<file path="config.mk">
export PLATFORM = sky130hd
export DESIGN_NAME = rr_arbiter_n
export DESIGN_NICKNAME = d
export VERILOG_FILES = /design/src/rtl/rr_arbiter_n.sv
export SDC_FILE = /design/constraint.sdc
export NUM_CORES = 1
export LEC_CHECK = 0
export CORE_MARGIN = 4
export CORE_UTILIZATION = 45
export DETAILED_ROUTE_END_ITERATION = 6
export PLACE_DENSITY = 0.7
export SYNTH_ARGS = -nofsm -noshare
export SYNTH_HDL_FRONTEND = slang
export SYNTH_SLANG_ARGS = --single-unit
</file>
<file path="constraint.sdc">
create_clock -name clk -period 2.32 [get_ports clk]
set_input_delay 0.348 -clock clk [delete_from_list [all_inputs] [get_ports clk]]
set_output_delay 0.348 -clock clk [all_outputs]
set_load 0.1 [all_outputs]
</file>
<file path="src/rtl/rr_arbiter_n.sv">
// Round-robin arbiter for N requestors with a registered one-hot grant and a per-holder burst limit.
// Optional macro RR_ARB_LOCK_EN adds a lock input that pins the grant on the current holder.
//
// state   | meaning
// S_IDLE  | no grant outstanding, gnt_valid=0
// S_GRANT | gnt holds one requestor, gnt_valid=1
module rr_arbiter_n #(
  parameter int N        = 4,
  parameter int HOLD_MAX = 4
) (
  input  logic                 clk,
  input  logic                 rst,
  input  logic [N-1:0]         req,
  output logic [N-1:0]         gnt,
  output logic                 gnt_valid,
  output logic [$clog2(N)-1:0] gnt_id
`ifdef RR_ARB_LOCK_EN
  ,
  input  logic                 lock
`endif
);

  localparam int IW = $clog2(N);
  localparam int CW = $clog2(HOLD_MAX + 1);
  localparam logic [CW-1:0] CNT_MAX = CW'(HOLD_MAX);

  localparam logic [0:0] S_IDLE  = 1'b0;
  localparam logic [0:0] S_GRANT = 1'b1;

  logic [0:0]    state, state_nxt;
  logic [N-1:0]  gnt_nxt;
  logic [IW-1:0] id_nxt;
  logic [CW-1:0] cnt, cnt_nxt;
  logic [IW-1:0] ptr, ptr_nxt;
  logic [IW-1:0] sel;
  logic          found;
  logic          others;
  logic          keep;
  logic          lock_on;

`ifdef RR_ARB_LOCK_EN
  assign lock_on = lock;
`else
  assign lock_on = 1'b0;
`endif

  assign others = |(req & ~gnt);
  assign keep   = (state == S_GRANT) && req[gnt_id] &&
                  ((cnt < CNT_MAX) || !others || lock_on);

  // ptr already sits at holder+1, so the holder is naturally the last candidate.
  always_comb begin
    found = 1'b0;
    sel   = '0;
    for (int k = 0; k < N; k++) begin
      if (!found && req[(int'(ptr) + k) % N]) begin
        found = 1'b1;
        sel   = IW'((int'(ptr) + k) % N);
      end
    end
  end

  always_comb begin
    state_nxt = state;
    gnt_nxt   = gnt;
    id_nxt    = gnt_id;
    cnt_nxt   = cnt;
    ptr_nxt   = ptr;
    if (keep) begin
      cnt_nxt = (cnt < CNT_MAX) ? cnt + 1'b1 : cnt;
    end else if (found) begin
      state_nxt    = S_GRANT;
      gnt_nxt      = '0;
      gnt_nxt[sel] = 1'b1;
      id_nxt       = sel;
      cnt_nxt      = CW'(1);
      ptr_nxt      = IW'((int'(sel) + 1) % N);
    end else begin
      state_nxt = S_IDLE;
      gnt_nxt   = '0;
      id_nxt    = '0;
      cnt_nxt   = '0;
    end
  end

  always_ff @(posedge clk or posedge rst) begin
    if (rst) begin
      state  <= S_IDLE;
      gnt    <= '0;
      gnt_id <= '0;
      cnt    <= '0;
      ptr    <= '0;
    end else begin
      state  <= state_nxt;
      gnt    <= gnt_nxt;
      gnt_id <= id_nxt;
      cnt    <= cnt_nxt;
      ptr    <= ptr_nxt;
    end
  end

  assign gnt_valid = (state == S_GRANT);

endmodule

</file>
==> flow_summary.ini <==
[sta]
max_slew_margin_pct = 68.00
finalSetupViolCount = 0
whs_ns = 0.3665
rsz0062_at_grt = no
tightest_slew_ns = 0.4756
max_freq_ghz = 0.5225
min_period_ns = 1.914
hold_violations = 0
layout_setup_ws_ns = 0.4062
clock_skew_ns = 0.003445
finalMaxSlewViolations = 0
finalCritPeriodShare_pct = 82.49
finalSetupTns_ns = 0

[grt]
grt_max_degree = 13
grt_pass1_wl_um = 2290
gr-usage-all-layers_pct = 14.44
grt_pass1_vias = 525
antenna_found_initial = 0
overflow = 0

[drt]
drt_wl_total_um = 1387
vias = 517
ant_nets = 0
via_per_inst = 5.019
drt_iter0_drc = 5
first_pass_iters = 3
drc_errors = 0
wl_per_cell_um = 13.47

[final_layout]
instances_no_fill = 103
layout.nets = 99
syn2layout_area_growth_pct = 24.17
insertedDiodeCount = 0
drive_above_1_share_pct = 19.54

[setup_path]
worstPathMaxFanout = 5
crit_type = input port to register
rrSetupSlack_ns = 0.62
startpoint_type = input port
cp-end-kind = register
cp_data_arrival_time_ns = 2.07
ff2ff_path_depth = 5
cp.required_ns = 2.48

[cts]
clk_latency_ns = 0.28
h-tree-depth = 1
cts_buffer_depth = 2
post-cts-setup-buffers = 0
cts.clk_slew.worst_paths_ns = 0.08
postCtsResizedCells = 0
clock-root-buffer = clkbuf_4
cts_tree = done
cts_buffers = 3
cts_hold_buf = 0
clock-sinks = 12

[floorplan]
placement_rows = 14
dieArea_um2 = 2303
core-area_um2 = 1506
die_w_um = 47.99
io_pins = 13
die_h_um = 47.99
initial_core_util_pct = 47.76

[placement]
dp_cells = 99
place_hpwl_um = 1114
place_ws_ns = 0.1167
io_buffer_count = 12
gp_congestion = 0.7292

[yosys]
syn_nets = 80
synthFlopType = dfrtp_1
yosys-mux-area-fraction_pct = 14.43
synth_top_family_by_area = multiplexers
synth.most_common_cell = dfrtp_1
synthXorXnorAreaFrac_pct = 1.217
yosys_warnings = 0
synth-seq-area-share_pct = 41.74
yosys_register_bits = 12
postSynthCellCount = 69
ys_types = 21
synth_compound_area_share_pct = 13.91
synth_edf_count = 0
syn_area_um2 = 719.4
synthAdderAreaFrac_pct = 8.696
synth_area_leaders = dfrtp_1, mux2i_1, ha_1
synthSimpleGateAreaFrac_pct = 14.26
syn_area_per_cell_um2 = 10.43
asyncSetResetFlopFracSynth_pct = 100.0
synth_common_cells = dfrtp_1, inv_1, mux2i_1
synth_top_cell_by_area = dfrtp_1
yosys.area.top_type_share_pct = 41.74

[status]
status = finished, final reports clean

[hold_path]
hold_path.class = input port to async pin

[flow_run]
maxCapViolCount = 0
-- layout make-up --
class | instances | area (um2)
fillers | 135 | 613.1
multi-input cells | 46 | 377.9
flip-flops and latches | 12 | 300.3
repair buffers | 14 | 117.6
inverters | 11 | 41.29
clock buffers | 4 | 36.28
well taps | 16 | 20.02
-- sequential cells by signal, indices dropped and copies added, names as in the netlist --
| signal | count |
|---|---|
| gnt | 4 |
| ptr | 2 |
| cnt | 3 |
| gnt_valid | 1 |
| gnt_id | 2 |
-- path summary, 6_finish.rpt --
| check | startpoint | endpoint |
|---|---|---|
| worst min register to register | gnt_id[1] | gnt_id[1] |
| worst max-delay path | req[3] | ptr[1] |
| min in group clk | gnt_id[1] | gnt_id[1] |
| max in group asynchronous | rst | gnt[2] |
| worst min-delay path | rst | gnt_id[0] |
| worst max register to register | ptr[1] | ptr[1] |
-- layer usage --
layer  part of all wire, %  GRT usage [%]  vias up  wire length (um)
met3                   3.0          2.256        4                41
met4                   1.2          6.452        0                17
li1                      -              -      266                 -
met2                    45          21.11       11               621
met1                    51          20.78      236               706
met5                     0              0        -                 0
-- per-stage QoR --
step | area, um2 | utilization (%)
after CTS | 893.4 | 59.30
after global placement | 857.1 | 56.89
after floorplan | 719.4 | -
final | 893.4 | 59.30
after detailed placement | 857.1 | 56.89
after global routing | 893.4 | 59.30
-- critical path, stage by stage --
cell and delay [ns]:
clkdlybuf4s50_1 0.56, inv_1 0.08, a22o_1 0.24, a211oi_2 0.27, ha_1 0.27, mux2_1 0.30
-- cell families (layout without fill, tap and decap cells) --
| group | after synthesis | count (layout) |
|---|---|---|
| AND/OR/NAND/NOR | 18 | 18 |
| AO/OA/AOI/OAI | 12 | 12 |
| flip-flops | 12 | 12 |
| buffers and inverters | 11 | 29 |
| multiplexers | 10 | 10 |
| adder cells (fa/ha/maj) | 5 | 5 |
| XOR/XNOR | 1 | 1 |
-- cells in the final DEF, fill, tap and decap left out, types with 3 or more instances in the layout --
cell	count
nand2b_1	3
nor2b_1	3
mux2_1	3
nand2_1	5
buf_4	9
clkbuf_4	3
a21oi_1	5
clkdlybuf4s50_1	5
nor2_1	4
ha_1	5
inv_1	11
dfrtp_1	12
mux2i_1	7
Power is not shown: default switching activity piles up to over one toggle a cycle in this logic, so the estimate is an artifact.
